$ cat src/rtl/interrupt_sequencer.sv
// Interrupt entry/exit sequencer.
//
// Accepts an interrupt request from the controller at an instruction boundary,
// acknowledges it, saves the resume PC, redirects the CPU to the vector for the
// latched interrupt index, waits in the service routine until return-from-interrupt,
// then restores the saved PC and signals completion. No nesting.
//
// Ports:
//   clk_i               clock, all state on rising edge
//   rst_ni              asynchronous active-low reset
//   int_req_i           interrupt request level
//   int_number_i        requested interrupt index (valid with int_req_i)
//   int_pending_i       controller has further interrupts queued
//   instr_boundary_i    CPU is between instructions
//   reti_i              return-from-interrupt pulse
//   pc_in_i             address of next instruction to resume
//   int_ack_attended_o  one-cycle pulse: request accepted
//   int_ack_complete_o  one-cycle pulse: service routine finished
//   stall_o             freeze CPU fetch/execute
//   load_pc_o           one-cycle pulse: CPU loads pc_out_o
//   pc_out_o            target PC, zero when load_pc_o is low
//   in_isr_o            service routine active
//   active_number_o     index of interrupt being serviced
//   chain_hint_o        int_pending_i captured at acceptance
module interrupt_sequencer #(
  parameter logic [31:0] VECTOR_BASE   = 32'h0000_0010,
  parameter int unsigned VECTOR_STRIDE = 4
) (
  input  logic        clk_i,
  input  logic        rst_ni,
  input  logic        int_req_i,
  input  logic [1:0]  int_number_i,
  input  logic        int_pending_i,
  input  logic        instr_boundary_i,
  input  logic        reti_i,
  input  logic [31:0] pc_in_i,
  output logic        int_ack_attended_o,
  output logic        int_ack_complete_o,
  output logic        stall_o,
  output logic        load_pc_o,
  output logic [31:0] pc_out_o,
  output logic        in_isr_o,
  output logic [1:0]  active_number_o,
  output logic        chain_hint_o
);

  typedef enum logic [2:0] {
    StIdle,
    StAck,
    StSave,
    StJump,
    StIsr,
    StRet
  } state_e;

  localparam logic [31:0] Stride = 32'(VECTOR_STRIDE);

  state_e      state_q, state_d;
  logic [1:0]  active_number_q, active_number_d;
  logic        chain_hint_q, chain_hint_d;
  logic [31:0] saved_pc_q, saved_pc_d;

  logic        accept;
  logic        stall_raw;
  logic [31:0] vector_addr;

  assign accept = int_req_i & instr_boundary_i;

  // Vector arithmetic is 32-bit and wraps modulo 2^32.
  assign vector_addr = VECTOR_BASE + ({30'd0, active_number_q} * Stride);

  always_ff @(posedge clk_i or negedge rst_ni) begin
    if (!rst_ni) begin
      state_q         <= StIdle;
      active_number_q <= 2'd0;
      chain_hint_q    <= 1'b0;
      saved_pc_q      <= 32'd0;
    end else begin
      state_q         <= state_d;
      active_number_q <= active_number_d;
      chain_hint_q    <= chain_hint_d;
      saved_pc_q      <= saved_pc_d;
    end
  end

  always_comb begin
    state_d            = state_q;
    active_number_d    = active_number_q;
    chain_hint_d       = chain_hint_q;
    saved_pc_d         = saved_pc_q;
    int_ack_attended_o = 1'b0;
    int_ack_complete_o = 1'b0;
    stall_raw          = 1'b0;
    load_pc_o          = 1'b0;
    pc_out_o           = 32'd0;
    in_isr_o           = 1'b0;

    unique case (state_q)
      StIdle: begin
        // Freeze the CPU in the same cycle the request is seen so it cannot
        // start another instruction before the acknowledge.
        stall_raw = accept;
        if (accept) begin
          state_d         = StAck;
          active_number_d = int_number_i;
          chain_hint_d    = int_pending_i;
        end
      end
      StAck: begin
        int_ack_attended_o = 1'b1;
        stall_raw          = 1'b1;
        state_d            = StSave;
      end
      StSave: begin
        stall_raw  = 1'b1;
        saved_pc_d = pc_in_i;
        state_d    = StJump;
      end
      StJump: begin
        stall_raw = 1'b1;
        load_pc_o = 1'b1;
        pc_out_o  = vector_addr;
        state_d   = StIsr;
      end
      StIsr: begin
        // New requests are ignored here: no nesting.
        in_isr_o = 1'b1;
        if (reti_i) begin
          state_d = StRet;
        end
      end
      StRet: begin
        stall_raw          = 1'b1;
        load_pc_o          = 1'b1;
        pc_out_o           = saved_pc_q;
        int_ack_complete_o = 1'b1;
        // Always pass through IDLE before a new entry.
        state_d            = StIdle;
      end
      default: begin
        state_d = StIdle;
      end
    endcase
  end

  // The IDLE stall term depends on live inputs; mask it while reset is held.
  assign stall_o         = stall_raw & rst_ni;
  assign active_number_o = active_number_q;
  assign chain_hint_o    = chain_hint_q;

endmodule

$ cat config.mk
export PLATFORM = sky130hd
export DESIGN_NAME = interrupt_sequencer
export DESIGN_NICKNAME = d
export VERILOG_FILES = /design/src/rtl/interrupt_sequencer.sv
export SDC_FILE = /design/constraint.sdc
export NUM_CORES = 1
export LEC_CHECK = 0
export CORE_UTILIZATION = 30
export DETAILED_ROUTE_END_ITERATION = 6
export MAX_ROUTING_LAYER = met4
export SETUP_SLACK_MARGIN = 0.2
export SLEW_MARGIN = 10
export SYNTH_ARGS = -nofsm -noshare
export SYNTH_HDL_FRONTEND = slang
export SYNTH_SLANG_ARGS = --single-unit
export TNS_END_PERCENT = 5
$ cat constraint.sdc
create_clock -name clk_i -period 1.7 [get_ports clk_i]
set_clock_uncertainty 0.1 [all_clocks]
set_input_delay 0.17 -clock clk_i [delete_from_list [all_inputs] [get_ports clk_i]]
set_output_delay 0.17 -clock clk_i [all_outputs]
set_load 0.02 [all_outputs]
Word-level counts from Yosys, hierarchy flattened --
Index checks and enable logic that the tools add are counted.
Operators by class: add/sub/neg operators 1, eq/ne operators 7, muxes and demuxes 9, bitwise gates (word level) 2, reduce and logical (&&, ||, !) cells 5
Operators by type and width (count):
- $pmux 32 s2 | 1
- $pmux 3 s5 | 1
- $add 5x4->6 const A | 1
- $eq 3x2->1 const B | 2
- $eq 3x3->1 const B | 2
- $mux 3 | 2
- $mux 1 | 4
- $ne 2x2->1 const B | 2
- $reduce_and 2->1 | 2
- $reduce_or 4->1 | 1
- $eq 3x1->1 const B | 1
- $logic_not 3->1 | 1
- $and 1x1->1 | 2
- $pmux 1 s2 | 1
- $reduce_or 2->1 | 1
Storage, ports and cells: register bits after elaboration 38, bits of input ports 40, output and inout bits 40, logic and storage cells 28

Depth between registers and ports, before layout --
Gate-level depths: netlist of run 1.
word-level depth 4, depth in mapped cells 5, depth with buffers taken out 3

Worst setup path after synthesis of run 1 --
No wires, ideal clock.
kind reg-to-output, start register state_q[1], end output port pc_out_o[4], arrival 1.259 ns, data required time 1.430 ns, path slack 0.171 ns, cell stages (with the launch flop) 6, buffers on the path 2, cell sequence dfrtp_1 > buf_4 > nor2b_4 > clkbuf_1 > a21oi_1 > nor2_1
Between the ends: longest elaborated chain between the ends 2, elaborated cells on any way between the ends 3, classes of those cells 2 x eq/ne; 1 x mux
Ends and longest elaborated chain:
- start: declaration | line 58 | state_e state_q, state_d;
- start signal: assignment | line 74 | state_q <= StIdle;
- start signal: assignment | line 79 | state_q <= state_d;
- $eq 3x3->1 / $eq 3x2->1 (equally long branches) | line 98 | unique case (state_q)
- $pmux 32 s2 (*) | line 98
- end: declaration | line 41 | output logic [31:0] pc_out_o,
Every way passes the cells marked *; elsewhere a longest branch is shown, timed or not.

Final worst setup path of run 1 --
start register state_q[1], end output port pc_out_o[2]
The elaborated chain is that of the path after synthesis.

==> results of run 1 <==
[power by group through the flow]
stage                     registers (W)  clock network [W]  logic (W)
after detailed placement        0.00164                  0    0.00260
after floorplan                 0.00158                  0    0.00181
after global placement          0.00162                  0    0.00256
after global routing            0.00172           0.000646    0.00300
after CTS                       0.00167           0.000596    0.00282
final                           0.00167           0.000560    0.00283
[sequential cells by signal, indices dropped and copies added, names as in the netlist]
register	cells
state_q	3
active_number_o	2
saved_pc_q	32
chain_hint_o	1
[routing by layer]
metal / up-vias / track usage, %
li1: 682 / -
met3: 6 / 3.846
met4: 0 / 4.737
met1: 681 / 18.34
met2: 52 / 23.47
met5: - / -
[synth_stat cells, drive strengths merged]
cell type,number
a21oi,3
a22oi,2
a2bb2oi,1
and2,1
and2b,1
and3,29
buf,6
clkbuf,6
dfrtp,38
inv,1
mux2,35
nand2,2
nand2b,1
nor2,8
nor2b,1
nor3,1
nor4,1
o22ai,2
or2b,1
xnor2,1
[cells in the final DEF (no fill, tap or decap), types with 2 or more instances in the layout]
cell,instances
clkdlybuf4s50_1,38
dlygate4sd2_1,3
clkbuf_1,2
o22ai_1,2
buf_2,2
buf_4,12
mux2_4,35
nand2_1,2
buf_12,6
a21oi_1,2
clkbuf_8,5
dfrtp_1,37
and3_1,13
nor2_1,6
buf_6,38
and3_4,16
[area by class of cell]
| type | instances | area (um2) | area share, % |
|---|---|---|---|
| timing repair buffer | 100 | 1065 | 33.35 |
| multi-input combinational | 90 | 1002 | 31.39 |
| sequential | 38 | 952.2 | 29.82 |
| tap | 75 | 93.84 | 2.939 |
| clock buffer | 7 | 76.32 | 2.390 |
| inverter | 1 | 3.754 | 0.1176 |
[cell families after synthesis]
group,Yosys count,synth area share [%]
mux,35,26.10
compound gates,8,2.641
xor+xnor,1,0.4511
buf+inv,13,5.799
simple gates,46,16.04
flops,38,48.97
[per-stage QoR]
step / TNS [ns] / worst slack (ns) / util (%)
2_1_floorplan: 0 / 0.2356 / -
3_3_place_gp: -2.896 / -0.1303 / 47.50
3_5_place_dp: -3.168 / -0.1499 / 47.50
4_1_cts: 0 / 0.01280 / 52.01
5_1_grt: -0.2703 / -0.04097 / 52.38
6_report: 0 / 0.04291 / 52.38
[path summary, 6_finish.rpt]
path / start / to
max: state_q[1] / pc_out_o[2]
min: pc_in_i[24] / saved_pc_q[24]
max reg2reg: state_q[2] / saved_pc_q[9]
min reg2reg: saved_pc_q[12] / saved_pc_q[12]
max in group asynchronous: rst_ni / state_q[1]
min in group asynchronous: rst_ni / state_q[0]
[repair_timing]
action,4_1_cts,5_1_grt
setup endpoints to repair,75,73
hold buffers,1,0
hold endpoints to repair,38,0
setup buffers,5,1
resized for setup,250,3
pin swaps,21,5
==> results.md, run 1 <==
* Status: completed
* Clock buffer depth at 2
* Yosys top cell area share at approximately half
* First-pass GRT wire length at approximately 7000 um
* Met2 wire len at 2233 um
* Min Hold Slack at 0.3971 ns
* CTS tree: built
* Synth cell types at 24
* Placed cell area at slightly below 3000 um2
* Comb power frac at a little under three fifths
* Arr. time, crit path at roughly 1.4 ns
* Relative slew margins at between 60 and 70%
* WL/cell at around 15 um
* Avg Inst Size Synth at between 10 and 15 um2
* Worst Setup End Kind: output pin
* Root Buffer Master: clkbuf_8
* GP Congestion at between 0.7 and 0.8
* Worst path depth at 5
* R2R Setup Slk at 0.05 ns
* Final setup violation count at 0
* Initial Utilization at 31.86%
* First DRT Iteration DRCs at 24
* Area leader, netlist: dfrtp_1
* Max incr delay on CP at 0.44 ns
* Sw frac at ~33%
* Flop pwr share at approximately a third
* Ant. Diodes at 0
* Total track usage at ~15%
* Power per standard cell area at around 1600 nW/um2
* Die ar. at between 6000 and 7000 um2
* I/O pins at 80
* CTS buffer count at 5
* Finished Cell Area at between 3000 and 4000 um2
* Final period utilization at approximately 97%
* NetSw at between 0.0015 and 0.002 W
* Met1 wire length at between 2000 and 2500 um
* Die width at roughly 80 um
* Top post-synthesis cells by area: dfrtp_1 (49%), mux2_4 (23%), and3_1 (9.3%), buf_12 (3.1%), mux2_2 (2.9%)
* Cell count after placement at between 200 and 300
* Min-Delay Path Depth at 2
* Yosys warns at 0
* Worst path top cell family by delay: flip-flops
* Clk pwr share at between 10% and 20%
* CP cell instances: nor2b_4 -> buf_12 -> a22oi_2 -> nor2_1 -> buf_4
* Via count at between 1k and 1.5k
* Buf/Inv on CP at 2
* Drt first pass iters at 4
* Post-layout min period at 1.657 ns
* Clock transition at path regs at about 0.07 ns
* Worst EP required at 1.43 ns
* DP HPWL at between 3000 and 4000 um
* Filler cell count at 540
* Max Clk Rate at between 600 and 700 MHz
* Layout cells sized above 1 at a little over half
* Pint at about 0.0034 W
* Sink Count at 38
* Post-Syn Nets at between 150 and 200
* Final Hold Viols at 0
* Total power at 0.005054 W
* Pin count of the biggest net entering global routing at 39
* #FFs+latches synth at 38
* Vias per inst at around 4.6
* Syn-to-layout area delta at 64.43%
* Grt total ovfl at 0
* VDD IR-drop max at 690.5 uV
* Post-Syn Instances at around 140
* Height of the die at 82.46 um
* Antenna Nets Post-Route at 0
* DRC violations left at 0
* Non-filler cells, final at around 310
* Leak at between 1 and 1.5 nW
* H-tree depth at 2
* Critical Path Fanout Max at 16
* DRT Wirelength at about 4600 um
* Top layer reached by signal wires: met4
* Number of global-route vias before repair at ~1.5k
* RSZ-0062 raised after global routing: true
* CP Launch Type: flip-flop
* Worst Hold Class: input port to flip-flop
* Worst Reg2Reg Path Length in Cells at 6
* Nets@finish at between 200 and 300
* Wire length on met3 at approximately 240 um
* Port Buffer Count at between 70 and 80
* Core Area at around 6100 um2
* Slew @ Worst Pin at 0.4735 ns
* Clk_lat worst skew at between 0.2 and 0.3 ns
* CP Class: flip-flop to output pin
* Max Cap Viol at 0
* Final Max Slew Viols at 0
* Crit-path slowest cell: dfrtp_2
* Number of antenna violations at the first check in global routing at 0
* Row count at 28
* Mapped Area at between 1500 and 2000 um2
* Register area share after synthesis at around half
Note: power is estimated with default switching activity, not from simulation.
==> run 2: changes to the inputs <==
PLACE_DENSITY_LB_ADDON = 0.08   (was not set)
SLEW_MARGIN = not set   (was 10)
clock period = 2.1 ns   (was 1.7 ns; I/O delays follow)
==> run 2 against run 1 <==
Compared with the run above: cell area down 8.2%; count of clock-buffer cells in the layout is 1 lower; sequential power decreased by 20%; core utilization down 4.3 points; die area is the same; global-route usage grew 0.48 points; final cell count decreased by 2.9%; first-iteration DRC count increased by 63%; via count decreased by 1.3%; critical path type unchanged; largest cell class is now registers; highest routed layer unchanged.
==> results.md, run 2 (same netlist as run 1, synthesis figures left out) <==
* CP Class: flip-flop to output pin
* Max Cap Viol at 0 (unchanged)
* DRT Wirelength at 4673 um (+1.8%)
* DRC violations left at 0 (unchanged)
* Critical Path Fanout Max at 21 (+5)
* Layout cells sized above 1 at 36.56% (-16 points)
* Grt total ovfl at 0 (unchanged)
* NetSw at 0.001275 W (-24%)
* Clock transition at path regs at 0.07 ns (about the same)
* Ant. Diodes at 0 (unchanged)
* Worst Setup SP: state_q[2]
* Die width at 82.46 um (unchanged)
* Status: completed
* Clk_lat worst skew at 0.29 ns (about the same)
* CTS buffer count at 5 (unchanged)
* Via count at 1,403 (-1.3%)
* Post-layout min period at approximately 1.9 ns
* Power per standard cell area at 1279 nW/um2 (-19%)
* Nets@finish at 266 (-3.6%)
* Vias per inst at 4.646 (+1.7%)
* Core Area at 6096 um2 (unchanged)
* Filler cell count at 558 (+3.3%)
* Worst EP required at 1.79 ns (+0.36 ns)
* Final period utilization at between 80% and 90%
* Final WS setup at 0.2172 ns (+0.1743 ns)
* Worst Hold Class: flip-flop to flip-flop
* Cell count after placement at 293 (-1.3%)
* Root Buffer Master: clkbuf_8
* Min Hold Slack at 0.4063 ns (+0.009195 ns)
* R2r startpoint: state_q[1]
* Antenna Nets Post-Route at 0 (unchanged)
* GP Congestion at 0.7755 (+6.6%)
* Total track usage at 15.26% (+0.48 points)
* VDD IR-drop max at 529.8 uV (-23%)
* Drt first pass iters at 4 (unchanged)
* Port Buffer Count at 79 (unchanged)
* Pin count of the biggest net entering global routing at 39 (unchanged)
* Commonest non-fill, non-tap cell in the layout: clkdlybuf4s50_1
* Clock buffer depth at 2 (unchanged)
* Max Clk Rate at 531.1 MHz
* CTS tree: built
* Initial Utilization at 31.86% (unchanged)
* Height of the die at 82.46 um (unchanged)
* R2R Setup Slk at 0.49 ns (+0.44 ns)
* First-pass GRT wire length at 7327 um (+3.9%)
* Pint at 0.002478 W (-27%)
* Flop pwr share at 35.7% (+2.7 points)
* Final setup violation count at 0 (unchanged)
* Commonest non-fill, non-tap cells in the layout: clkdlybuf4s50_1 (41), dfrtp_1 (36), mux2_4 (30), and3_1 (29), clkdlybuf4s15_2 (19)
* Setup TNS at 0 ns (unchanged)
* Final Max Slew Viols at 0 (unchanged)
* Arr. time, crit path at 1.57 ns (+0.18 ns)
* I/O pins at 80 (unchanged)
* Leak at 1.370 nW (-7.6%)
* Final Hold Viols at 0 (unchanged)
* CP Launch Type: flip-flop
* Reg with most FFs: saved_pc_q
* Hold Path Origin: saved_pc_q[8]
* Slew @ Worst Pin at 0.4729 ns (-0.0005904 ns)
* Post-CTS setup buffer count at 0 (-5)
* Syn-to-layout area delta at 51.03%
* Row count at 28 (unchanged)
* Sw frac at 33.97% (+0.87 points)
* Die ar. at 6799 um2 (unchanged)
* Fin util at 48.11% (-4.3 points)
* Sink Count at 38 (unchanged)
* Clk pwr share at 13.7% (+2.6 points)
* Relative slew margins at 68.48% (about the same)
* Comb power frac at 50.5% (-5.4 points)
* First DRT Iteration DRCs at 39 (+63%)
* WL/cell at 15.47 um (+4.8%)
* Number of global-route vias before repair at 1,486 (+0.47%)
* H-tree depth at 2 (unchanged)
* DP HPWL at 3293 um (+4.4%)
* Number of antenna violations at the first check in global routing at 0 (unchanged)
* Non-filler cells, final at 302 (-2.9%)
* Worst Setup End Kind: output pin
* DP Worst Slack at 0.07755 ns (+0.2275 ns)
* RSZ-0062 raised after global routing: true
* Max reg flops at 32 (unchanged)
run 2: cell types whose count changed in the layout (fill, tap and decap cells not counted), sizes merged:
cell	delta
buf	-46
clkdlybuf4s15	+31
clkdlybuf4s50	+3
clkinv	+1
clkinvlp	+1
dlygate4sd2	+1
run 2: layout make-up:
| class | count | area, um2 | area share (%) |
|---|---|---|---|
| flip-flops and latches | 38 | 953.4 | 32.51 |
| repair buffers | 90 | 904.6 | 30.84 |
| multi-input cells | 90 | 882.1 | 30.08 |
| well taps | 75 | 93.84 | 3.200 |
| clock buffers | 6 | 82.58 | 2.816 |
| clock inverters | 2 | 12.51 | 0.4266 |
| inverters | 1 | 3.754 | 0.1280 |
run 2: power groups by stage:
stage                     sequential (W)  combinational [W]  clock, W
after floorplan                  0.00128            0.00146         0
after global placement           0.00133            0.00191         0
after detailed placement         0.00134            0.00196         0
after CTS                        0.00134            0.00192  0.000545
after global routing             0.00139            0.00203  0.000572
final                            0.00134            0.00190  0.000515
run 2: critical path, stage by stage, from the launching register on:
cell and delay (ns):
dfrtp_2 0.44, nor2b_4 0.21, buf_12 0.16, and3_1 0.16, clkdlybuf4s15_1 0.31
run 2: final timing paths:
path	to	depth (start not counted)
setup / recovery	pc_out_o[14]	4
hold / removal	saved_pc_q[8]	1
setup reg to reg	saved_pc_q[17]	5
hold reg to reg	saved_pc_q[8]	1
max in group asynchronous	state_q[2]	3
min in group asynchronous	saved_pc_q[31]	3
run 2: per-layer routing:
metal | global-route usage (%) | up-vias | wire length, um
met1 | 17.78 | 678 | 1967
met4 | 4.912 | 0 | 49
met5 | - | - | 0
met2 | 25.79 | 54 | 2382
li1 | - | 666 | -
met3 | 3.736 | 5 | 274
run 2: stage by stage:
stage                     instance area, um2  total power [W]
after CTS                               2938         0.003811
after floorplan                         1942         0.002747
after global placement                  2813         0.003236
final                                   2933         0.003752
after global routing                    2933         0.003993
after detailed placement                2813         0.003300
run 2: what timing repair did:
item                                    in CTS  in global routing
endpoints found under the setup margin      37                 32
gates resized for setup                     94                  1
endpoints found under the hold margin       38                  0
hold buffers                                 1                  0
